`src/rtl/pipeline_pkg.sv`:
```
// Shared pipeline definitions: forwarding-select encodings, mul/div FSM states
// and the register-index width used by the hazard logic.
package pipeline_pkg;

    localparam int unsigned REG_W = 5;

    localparam logic [1:0] FWD_RF = 2'b00;
    localparam logic [1:0] FWD_W  = 2'b01;
    localparam logic [1:0] FWD_M  = 2'b10;

    typedef enum logic {MD_IDLE, MD_BUSY} md_state_t;

    // M stage wins over W; r0 is hard-wired zero and never forwarded.
    function automatic logic [1:0] fwd_sel(
        input logic             reg_write_m,
        input logic [REG_W-1:0] write_reg_m,
        input logic             reg_write_w,
        input logic [REG_W-1:0] write_reg_w,
        input logic [REG_W-1:0] src
    );
        if (reg_write_m && (write_reg_m != '0) && (write_reg_m == src)) begin
            return FWD_M;
        end else if (reg_write_w && (write_reg_w != '0) && (write_reg_w == src)) begin
            return FWD_W;
        end
        return FWD_RF;
    endfunction

endpackage

```
`src/rtl/md_sequencer.sv`:
```
// Tracks occupancy of the multi-cycle mul/div unit: busy for MD_LATENCY-1
// cycles after an issue, counting down to one before returning to idle.
module md_sequencer
    import pipeline_pkg::*;
#(
    parameter int unsigned MD_LATENCY = 32
) (
    input  logic clk,
    input  logic rst,
    input  logic md_start_i,
    output logic md_busy_o
);

    localparam int unsigned CntW = $clog2(MD_LATENCY);

    md_state_t           state_q, state_d;
    logic [CntW-1:0]     cnt_q, cnt_d;

    always_comb begin
        state_d = state_q;
        cnt_d   = cnt_q;
        unique case (state_q)
            MD_IDLE: begin
                if (md_start_i) begin
                    state_d = MD_BUSY;
                    cnt_d   = CntW'(MD_LATENCY - 1);
                end
            end
            MD_BUSY: begin
                // A start while busy is a protocol error; it neither reloads nor extends.
                if (cnt_q == CntW'(1)) begin
                    state_d = MD_IDLE;
                end
                cnt_d = cnt_q - CntW'(1);
            end
            default: begin
                state_d = MD_IDLE;
                cnt_d   = '0;
            end
        endcase
    end

    always_ff @(posedge clk) begin
        if (rst) begin
            state_q <= MD_IDLE;
            cnt_q   <= '0;
        end else begin
            state_q <= state_d;
            cnt_q   <= cnt_d;
        end
    end

    assign md_busy_o = (state_q == MD_BUSY);

endmodule

```
`src/rtl/hazard_controller.sv`:
```
// Hazard controller for the 5-stage pipeline: forwarding selects, load/branch/
// mul-div stalls, IF/ID flush and a saturating stall-cycle counter.
module hazard_controller
    import pipeline_pkg::*;
#(
    parameter int unsigned MD_LATENCY = 32,
    parameter int unsigned CNT_W      = 16
) (
    input  logic             clk,
    input  logic             rst,
    input  logic [REG_W-1:0] RsD,
    input  logic [REG_W-1:0] RtD,
    input  logic [REG_W-1:0] RsE,
    input  logic [REG_W-1:0] RtE,
    input  logic [REG_W-1:0] WriteRegE,
    input  logic [REG_W-1:0] WriteRegM,
    input  logic [REG_W-1:0] WriteRegW,
    input  logic             RegWriteE,
    input  logic             RegWriteM,
    input  logic             RegWriteW,
    input  logic             MemtoRegE,
    input  logic             MemtoRegM,
    input  logic             BranchD,
    input  logic             JumpD,
    input  logic             PCSrcD,
    input  logic             MdOpD,
    input  logic             MdStartE,
    output logic             StallF,
    output logic             StallD,
    output logic             FlushD,
    output logic             FlushE,
    output logic             ForwardAD,
    output logic             ForwardBD,
    output logic [1:0]       ForwardAE,
    output logic [1:0]       ForwardBE,
    output logic             MdBusy,
    output logic [CNT_W-1:0] StallCount
);

    logic             md_busy;
    logic             lw_stall, branch_stall, md_stall, stall;
    logic             e_hits_d, m_hits_d;
    logic [CNT_W-1:0] stall_count_q, stall_count_d;

    md_sequencer #(
        .MD_LATENCY (MD_LATENCY)
    ) u_md_sequencer (
        .clk        (clk),
        .rst        (rst),
        .md_start_i (MdStartE),
        .md_busy_o  (md_busy)
    );

    always_comb begin
        e_hits_d     = RegWriteE && (WriteRegE != '0) &&
                       ((WriteRegE == RsD) || (WriteRegE == RtD));
        m_hits_d     = MemtoRegM && (WriteRegM != '0) &&
                       ((WriteRegM == RsD) || (WriteRegM == RtD));
        lw_stall     = MemtoRegE && ((RtE == RsD) || (RtE == RtD));
        branch_stall = BranchD && (e_hits_d || m_hits_d);
        md_stall     = MdOpD && md_busy;
        stall        = lw_stall || branch_stall || md_stall;
    end

    always_comb begin
        stall_count_d = stall_count_q;
        if (stall && (stall_count_q != '1)) begin
            stall_count_d = stall_count_q + CNT_W'(1);
        end
    end

    always_ff @(posedge clk) begin
        if (rst) begin
            stall_count_q <= '0;
        end else begin
            stall_count_q <= stall_count_d;
        end
    end

    // Everything is held low during the reset cycle.
    always_comb begin
        StallF     = 1'b0;
        StallD     = 1'b0;
        FlushE     = 1'b0;
        FlushD     = 1'b0;
        ForwardAD  = 1'b0;
        ForwardBD  = 1'b0;
        ForwardAE  = FWD_RF;
        ForwardBE  = FWD_RF;
        MdBusy     = 1'b0;
        StallCount = '0;
        if (!rst) begin
            StallF     = stall;
            StallD     = stall;
            FlushE     = stall;
            // A stalled branch would flush on stale compare data.
            FlushD     = (PCSrcD || JumpD) && !stall;
            ForwardAD  = RegWriteM && (WriteRegM != '0) && (WriteRegM == RsD);
            ForwardBD  = RegWriteM && (WriteRegM != '0) && (WriteRegM == RtD);
            ForwardAE  = fwd_sel(RegWriteM, WriteRegM, RegWriteW, WriteRegW, RsE);
            ForwardBE  = fwd_sel(RegWriteM, WriteRegM, RegWriteW, WriteRegW, RtE);
            MdBusy     = md_busy;
            StallCount = stall_count_q;
        end
    end

endmodule

```
`config.mk`:
```
export PLATFORM = sky130hd
export DESIGN_NAME = hazard_controller
export DESIGN_NICKNAME = d
export VERILOG_FILES = /design/src/rtl/pipeline_pkg.sv /design/src/rtl/md_sequencer.sv /design/src/rtl/hazard_controller.sv
export SDC_FILE = /design/constraint.sdc
export NUM_CORES = 1
export LEC_CHECK = 0
export ABC_CLOCK_PERIOD_IN_PS = 3060
export CAP_MARGIN = 20
export CORE_MARGIN = 5
export CORE_UTILIZATION = 35
export CTS_CLUSTER_SIZE = 25
export DETAILED_ROUTE_END_ITERATION = 8
export DONT_BUFFER_PORTS = 1
export PLACE_DENSITY = 0.53
export SYNTH_ARGS = -nofsm -noshare
export SYNTH_HDL_FRONTEND = slang
export SYNTH_SLANG_ARGS = --single-unit
```
`constraint.sdc`:
```
create_clock -name clk -period 3.06 [get_ports clk]
set_input_delay 0.153 -clock clk [delete_from_list [all_inputs] [get_ports clk]]
set_output_delay 0.153 -clock clk [all_outputs]
set_load 0.05 [all_outputs]
```
==> out/qor.yml, run 1 <==
clock_tree:
  cts_tree: "done"
  path_clk_slew_ps: 90
  cts.htree.levels: 1
  cts_buffers: 3
  post_cts_buffers: 0
  cts_hold_buf: 1
  clock_sink_count: 22
  clockBufferDepth: 2
  cts_root_buf: "clkbuf_8"
  clock_latency_ps: 270
  ctsResizeCount: 0
grt:
  grt_start_max_net_pins: 37
  grt_overflow_total: 0
  grt.total_usage_pct: 14.0
  antenna_found_initial: 0
  first_global_vias: 1640
  grt_pass1_wl_um: 8330
floorplanning:
  core_mm2: 0.00547
  ios: 74
  num_rows: 27
  dieHeight_um: 84.6
  die_area_mm2: 0.00716
  start_util_pct: 35.6
  die_x_um: 84.6
yosys:
  synth.avg_cell_area_um2: 8.16
  synth_fp_nets: 289
  synthAdderAreaFrac_pct: 1.93
  synth-simple-area-share_pct: 31.1
  synth_xor_xnor_area_share_pct: 23.4
  ys_ff_latch: 22
  synth-edff-count: 0
  synth_top_family_by_area: "simple AND/OR/NAND/NOR gates"
  yosysWarnings: 0
  synth_area_leaders: "dfxtp_1 (23%), xnor2_1 (12%), xor2_1 (12%)"
  synth_flop_cell: "dfxtp_1"
  async_reset_ff_share_pct: 0
  synth-compound-area-share_pct: 8.41
  synth_top_area_cell: "dfxtp_1"
  yosys.cell_types.count: 45
  ys_seq_area_share_pct: 22.6
  synthMuxAreaShare_pct: 8.41
  syn_inst: 239
  synthDominantCellAreaShare_pct: 22.6
  syn_area_mm2: 0.00195
timing:
  worstMarginPinSlew_ps: 983
  rsz0062_at_grt: "false"
  setup_tns_ps: 0
  skew_ps: 11.5
  period_share_pct: 73.1
  fmaxAchievable_mhz: 447
  setup_viol: 0
  maxSlewViolCount: 0
  slew_headroom_pct: 34.4
  fin_crit_ps: 2240
  hold_violations: 0
detailed_routing:
  avgRoutedWirePerCell_um: 15.6
  via_per_inst: 5.17
  drtPass1Iterations: 4
  wl_um: 4950
  drcViolationCount: 0
  route.vias.total: 1643
  drt_iter0_markers: 73
  ant_nets: 0
placed_design:
  io_buffers: 0
  gp_congestion: 0.787
  hpwl_um: 3830
  dpl.cell_count: 313
critical_path:
  startpoint_type: "flip-flop"
  cp-end-kind: "flip-flop"
  required_ps: 3210
  cp.arrival_ps: 2390
  critical_path_class: "reg2reg"
  critPathMaxFanout: 8
power:
  power.share.clock_pct: 31.3
  p_comb_share_pct: 23.5
  p_per_area_mw_per_mm2: 316
  p_int_uw: 488
  power_frac_seq_pct: 45.3
  p_sw_uw: 196
  irDropWorstVdd_mv: 0.263
  p_leak_uw: 0.000808
  swShare_pct: 28.6
layout:
  ff_latch_area_um2: 440
  antenna_cells: 0
  nets: 297
  fin_util_pct: 39.6
  multi_input_area_mm2: 0.00144
  drive_above_1_share_pct: 17.1
  area_growth_syn_to_layout_pct: 11.2
  fin_cells: 318
  fillers: 585
run:
  max_cap_violations: 0
outcome:
  status: "finished clean"
min_path:
  worstHoldPathType: "in2reg"
[Yosys cell counts (4+ instances only)]
library cell / n
a211oi_1: 4
and3_1: 5
clkbuf_1: 8
dfxtp_1: 22
mux2_2: 4
mux2_4: 5
nand2_1: 15
nand3_1: 12
nand4_1: 4
nor2_1: 26
nor2b_1: 19
nor3_1: 13
nor4_1: 5
xnor2_1: 26
xor2_1: 26
[state kept, by name, indices dropped and copies added (netlist names)]
name	cells
stall_count_q	16
u_md_sequencer.cnt_q	5
u_md_sequencer.md_busy_o	1
[stage by stage]
stage	power [uW]	setup slack (ps)	area, um^2	hold WS [ps]
after detailed placement	473	846	2100	234
after global placement	471	926	2100	230
final	684	823	2170	81.4
after CTS	695	820	2170	79.0
after global routing	727	626	2170	90.6
after floorplan	468	539	1950	361
[cell usage in the layout, fill, tap and decap left out, types with 2 or more instances in the layout]
master    count
nand2_1      15
clkbuf_8      4
o21ai_0       2
mux2_2        4
mux2_1        3
and4_1        2
nand3_1      12
a311oi_1      2
o41ai_1       2
nand4_1       4
a211oi_1      4
dfxtp_1      22
nor3_2        3
xor2_1       26
buf_4        16
xnor2_1      26
nor2_1       25
a21oi_1       2
nor3_1       13
nor2b_1      19
and3_1        5
ha_1          3
mux2_4        5
nor4_1        5
inv_1         3
[layout make-up]
cell class | instances | area share (%)
timing repair buffer | 17 | 6.00
tap | 72 | 4.16
inverter | 3 | 0.520
sequential | 22 | 20.3
multi-input combinational | 200 | 66.5
clock buffer | 4 | 2.54
[cells by family after synthesis]
family,Yosys count
AND/OR/NAND/NOR,113
XOR/XNOR,52
flip-flops,22
AO/OA/AOI/OAI,19
buffers and inverters,17
multiplexers,13
adder cells (fa/ha/maj),3
[metal layers]
| metal | up-vias | track usage [%] | routed length [um] |
|---|---|---|---|
| met4 | 0 | 1.73 | 14 |
| li1 | 834 | - | - |
| met1 | 764 | 18.4 | 2270 |
| met3 | 2 | 4.42 | 312 |
| met2 | 43 | 23.3 | 2360 |
| met5 | - | 0 | 0 |
[worst paths after layout]
path                                   startpoint                              endpoint  slack, ps  cells past startpoint
max                 stall_count_q[3]$_SDFFE_PP0P_         stall_count_q[5]$_SDFFE_PP0P_        820                      7
min                                           rst         stall_count_q[7]$_SDFFE_PP0P_         80                      2
max reg2reg         stall_count_q[3]$_SDFFE_PP0P_         stall_count_q[5]$_SDFFE_PP0P_        820                      7
min reg2reg  u_md_sequencer.cnt_q[4]$_SDFFE_PP0P_  u_md_sequencer.cnt_q[4]$_SDFFE_PP0P_        470                      1
[power groups by stage]
stage               clock network (uW)  registers, uW  logic, uW
floorplan                            0            312        156
global placement                     0            316        155
detailed placement                   0            316        156
CTS                                224            310        161
global route                       238            312        178
finish                             214            310        160
[worst max-delay path: stages (launching register included)]
cell and delay, ps:
dfxtp_1 400, and4_1 250, and3_2 240, nand2_1 130
nor4_2 470, a21oi_2 180, nand4_1 150, mux2_1 310
Power figures use the tool's default switching activity.
==> run 2, diff against run 1 <==
ABC_AREA = 1   (was not set)
ABC_CLOCK_PERIOD_IN_PS = 2300   (was 3060)
clock period = 2.3 ns   (was 3.06 ns; I/O delays follow)
==> out/qor.yml, run 2 <==
critical_path:
  crit_chain: "ha_1 > nand2_1 > inv_1 > nand3_1 > nor2_2 > nand3_2 > inv_1 > nor2_1 > inv_1 > nor2_1 > a21oi_1 > nor2_1"
  critPathMaxFanout: 14
  critical-path-max-stage-delay_ps: 430
  slowest_stage: "dfxtp_1"
  cp-end-kind: "flip-flop"
  critical_path_class: "reg2reg"
  required_ps: 2470
  cp_num_cells: 12
  r2r_cells: 12
  crit_family: "simple AND/OR/NAND/NOR gates"
  startpoint_type: "flip-flop"
  cp.arrival_ps: 2090
  critPathBufInv: 3
timing:
  hold_violations: 0
  setup_tns_ps: 0
  fin_crit_ps: 1920
  fmaxAchievable_mhz: 521
  worstMarginPinSlew_ps: 522
  rsz0062_at_grt: "false"
  period_share_pct: 83.5
  maxSlewViolCount: 0
  skew_ps: 8.52
  hold_ws_ps: 67.1
  setup_viol: 0
  slew_headroom_pct: 64.8
floorplanning:
  dieHeight_um: 90.6
  start_util_pct: 35.8
  core_mm2: 0.00635
  num_rows: 29
  die_x_um: 90.6
  ios: 74
  die_area_mm2: 0.00821
layout:
  area_growth_syn_to_layout_pct: 12.0
  antenna_cells: 0
  nets: 461
  largest_register_ffs: 16
  layout_commonest_cell: "nand2_1"
  drive_above_1_share_pct: 15.6
  most-common-layout-cells: "nand2_1 (102), inv_1 (62), nor2_1 (60), buf_4 (26), dfxtp_1 (22)"
  top_register: "stall_count_q"
  fin_cells: 486
  fin_util_pct: 40.1
detailed_routing:
  drcViolationCount: 0
  drt_iter0_markers: 120
  avgRoutedWirePerCell_um: 12.3
  wl_um: 5970
  route.vias.total: 2343
  ant_nets: 0
  via_per_inst: 4.82
  drtPass1Iterations: 6
yosys:
  ys_seq_area_share_pct: 19.4
  ys_ff_latch: 22
  syn_inst: 391
  synth-compound-area-share_pct: 9.25
  synth_top_family_by_area: "simple AND/OR/NAND/NOR gates"
  synth_xor_xnor_area_share_pct: 8.09
  synth_top_area_cell: "dfxtp_1"
  synthDominantCellAreaShare_pct: 19.4
  synth.avg_cell_area_um2: 5.81
  synth-edff-count: 0
  ys_top_cells_by_count: "nand2_1 (102), inv_1 (62), nor2_1 (60), dfxtp_1 (22), a21oi_1 (21)"
  synth.most_common_cell: "nand2_1"
  synth_fp_nets: 441
  yosys.cell_types.count: 32
  synthAdderAreaFrac_pct: 1.65
  syn_area_mm2: 0.00227
  synth-simple-area-share_pct: 46.0
  async_reset_ff_share_pct: 0
  synth_area_leaders: "dfxtp_1 (19%), nand2_1 (17%), inv_1 (10%)"
  synth_flop_cell: "dfxtp_1"
  synthMuxAreaShare_pct: 0
  yosysWarnings: 0
power:
  p_per_area_mw_per_mm2: 364
  power_frac_seq_pct: 44.4
  power.share.clock_pct: 26.3
  p_int_uw: 617
  irDropWorstVdd_mv: 0.274
  finalPower_uw: 927
  p_sw_uw: 310
  swShare_pct: 33.4
  p_comb_share_pct: 29.3
  p_leak_uw: 0.00127
clock_tree:
  cts_buffers: 3
  cts_tree: "done"
  post_cts_buffers: 0
  clockBufferDepth: 2
  cts_hold_buf: 2
  cts_root_buf: "clkbuf_8"
  ctsResizeCount: 0
  path_clk_slew_ps: 80
  cts.htree.levels: 1
  clock_latency_ps: 270
  clock_sink_count: 22
placed_design:
  dpl.cell_count: 481
  io_buffers: 0
  gp_congestion: 0.861
  hpwl_um: 4750
min_path:
  worstHoldPathType: "in2reg"
  holdPathStages: 2
grt:
  grt_start_max_net_pins: 34
  grt.total_usage_pct: 14.2
  grt_overflow_total: 0
  grt_pass1_wl_um: 10100
  antenna_found_initial: 0
  first_global_vias: 2267
run:
  max_cap_violations: 0
outcome:
  status: "finished clean"
==> run 2: cell types whose count changed in the layout (fill, tap and decap cells not counted), moves of 6 or more <==
cell     previous run  this run
nor2b_1            19         0
nor2_1             25        60
a21oi_1             2        20
xnor2_1            26        10
nand3_2             0        15
xor2_1             26        11
inv_2               0         6
nand2_1            15       102
inv_1               3        62
buf_4              16        26
==> run 2: final cells by class <==
cell class | count | area (um^2)
fill | 706 | 3800
multi-input combinational | 287 | 1490
sequential | 22 | 440
inverter | 69 | 259
timing repair buffer | 28 | 215
tap | 77 | 96.3
clock buffer | 3 | 41.3
==> run 2: cell families (layout without fill, tap and decap cells) <==
group | Yosys count | count (layout)
xor+xnor | 21 | 21
compound gates | 35 | 35
flops | 22 | 22
buf+inv | 82 | 100
simple gates | 228 | 228
fa+ha+maj | 3 | 3
==> run 2: power groups by stage <==
stage          clock network, uW  registers, uW  logic, uW
2_1_floorplan                  0            417        247
3_3_place_gp                   0            420        263
3_5_place_dp                   0            420        265
4_1_cts                      254            412        271
5_1_grt                      267            415        303
6_report                     244            412        272
==> run 2: worst paths after layout <==
check | startpoint | end | slack (ps)
max | stall_count_q[0]$_SDFFE_PP0P_ | stall_count_q[8]$_SDFFE_PP0P_ | 380
max reg2reg | stall_count_q[0]$_SDFFE_PP0P_ | stall_count_q[8]$_SDFFE_PP0P_ | 380
min reg2reg | u_md_sequencer.cnt_q[4]$_SDFFE_PP0P_ | u_md_sequencer.cnt_q[4]$_SDFFE_PP0P_ | 480
min | MdStartE | u_md_sequencer.cnt_q[0]$_SDFFE_PP0P_ | 70
==> run 2: stage by stage <==
stage | area [um^2] | setup slack (ps)
after floorplan | 2270 | 230
after global placement | 2480 | 445
after detailed placement | 2480 | 382
after CTS | 2550 | 380
after global routing | 2550 | 67.5
final | 2550 | 379
==> run 2: layer usage <==
metal	GRT usage (%)	vias to the layer above	part of all wire (%)
met2	23.2	61	45
met5	0	-	0
met1	18.0	1027	47
met4	3.23	0	0.72
met3	4.67	6	7.8
li1	-	1249	-
==> run 3, diff against run 2 <==
ABC_AREA = 0   (was 1)
ABC_CLOCK_PERIOD_IN_PS = 1700   (was 2300)
PLACE_DENSITY = 0.55   (was 0.53)
clock period = 1.7 ns   (was 2.3 ns; I/O delays follow)
==> out/qor.yml, run 3 (synthesis results as in run 1) <==
layout:
  fin_cells: 355
  final_cell_area_mm2: 0.00257
  fin_util_pct: 47.0
  drive_above_1_share_pct: 35.3
  nets: 335
  fillers: 567
  top_register: "stall_count_q"
  largest_register_ffs: 16
  layout_commonest_cell: "buf_4"
  area_growth_syn_to_layout_pct: 32.0
  ff_latch_area_um2: 445
  most-common-layout-cells: "buf_4 (51), xor2_1 (26), xnor2_1 (24), nor2_1 (24), nor2b_1 (19)"
  multi_input_area_mm2: 0.00155
  antenna_cells: 0
detailed_routing:
  via_per_inst: 5.08
  drt_iter0_markers: 58
  avgRoutedWirePerCell_um: 15.2
  drtPass1Iterations: 4
  drcViolationCount: 0
  wl_um: 5410
  ant_nets: 0
  route.vias.total: 1804
clock_tree:
  cts_buffers: 3
  clock_sink_count: 22
  clockBufferDepth: 2
  cts_root_buf: "clkbuf_8"
  cts_tree: "done"
  clock_latency_ps: 260
  cts.htree.levels: 1
  path_clk_slew_ps: 80
run:
  max_cap_violations: 0
floorplanning:
  num_rows: 27
  start_util_pct: 35.6
  ios: 74
  core_mm2: 0.00547
  dieHeight_um: 84.6
  die_x_um: 84.6
  die_area_mm2: 0.00716
timing:
  hold_violations: 0
  slew_headroom_pct: 67.1
  worstMarginPinSlew_ps: 492
  setup_viol: 8
  fmaxAchievable_mhz: 574
  period_share_pct: 102
  skew_ps: 6.06
  fin_crit_ps: 1740
  setup_ws_ps: -42.2
  setup_tns_ps: -171
  rsz0062_at_grt: "true"
  maxSlewViolCount: 0
critical_path:
  critical_path_class: "reg2reg"
  crit_chain: "and4_4 > and3_4 > nand2_4 > nor4_4 > buf_4 > a21oi_4 > nand4_1 > mux2_4"
  critPathMaxFanout: 7
  startpoint_type: "flip-flop"
  cp-end-kind: "flip-flop"
  cp.arrival_ps: 1890
  critical-path-max-stage-delay_ps: 330
  slowest_stage: "dfxtp_2"
  required_ps: 1850
placed_design:
  placed_area_mm2: 0.00239
  gp_congestion: 0.831
  io_buffers: 0
  dpl.cell_count: 345
  hpwl_um: 4170
outcome:
  status: "finished, violations left"
  violations: "negative setup slack"
grt:
  grt_pass1_wl_um: 8680
  grt_overflow_total: 0
  antenna_found_initial: 0
  grt.total_usage_pct: 14.7
  grt_start_max_net_pins: 37
  first_global_vias: 1795
power:
  irDropWorstVdd_mv: 0.463
  p_sw_uw: 354
  p_per_area_mw_per_mm2: 478
  power.share.clock_pct: 26.1
  p_leak_uw: 0.00106
  p_int_uw: 875
  swShare_pct: 28.8
  power_frac_seq_pct: 44.7
  p_comb_share_pct: 29.2
min_path:
  worstHoldPathType: "in2reg"
## run 3: final cells by class
| class | instances | share of cell area [%] |
|---|---|---|
| inverter | 3 | 0.438 |
| multi-input combinational | 200 | 60.2 |
| tap | 72 | 3.50 |
| timing repair buffer | 55 | 16.9 |
| clock buffer | 3 | 1.61 |
| sequential | 22 | 17.3 |
## run 3: timing repair
item / in CTS / in global routing
cloned: 0 / 0
resized for setup: 16 / 7
hold endpoints to repair: 11 / 0
endpoints found under the setup margin: 17 / 19
hold buffers: 1 / 0
pin swaps: 12 / 4
buffers inserted: 5 / 2
## run 3: layer usage
metal | wire length (um) | track usage (%)
met5 | 0 | 0
met2 | 2740 | 26.7
met1 | 2340 | 17.1
met3 | 292 | 4.32
met4 | 43 | 2.73
## run 3: final timing paths
path | startpoint | endpoint | slack (ps) | cells after the start
worst max-delay path | stall_count_q[3]$_SDFFE_PP0P_ | stall_count_q[5]$_SDFFE_PP0P_ | -40 | 8
worst min-delay path | rst | stall_count_q[9]$_SDFFE_PP0P_ | 30 | 3
worst max register to register | stall_count_q[3]$_SDFFE_PP0P_ | stall_count_q[5]$_SDFFE_PP0P_ | -40 | 8
worst min register to register | u_md_sequencer.cnt_q[4]$_SDFFE_PP0P_ | u_md_sequencer.cnt_q[4]$_SDFFE_PP0P_ | 460 | 1
## run 3: power groups by stage
stage	Sequential, uW	Clock, uW	Combinational [uW]
2_1_floorplan	561	0	288
3_3_place_gp	561	0	325
3_5_place_dp	562	0	332
4_1_cts	550	336	358
5_1_grt	553	359	394
6_report	549	320	360
## run 3: through the flow
step                      hold WS [ps]  setup WS (ps)  total power, uW
after detailed placement           165           -222              894
after global routing              44.3           -101             1310
after global placement             163           -182              886
after CTS                         16.8           -120             1240
final                             33.8          -42.2             1230
after floorplan                    293           -265              849
## run 3: critical path: cells and delay by family (launching register included)
| family | cells | cell delay, ps |
|---|---|---|
| and+or+nand+nor | 5 | 600 |
| DFF | 1 | 330 |
| muxes | 1 | 320 |
| AOI/OAI and AO/OA | 1 | 240 |
| buffers and inverters | 1 | 160 |
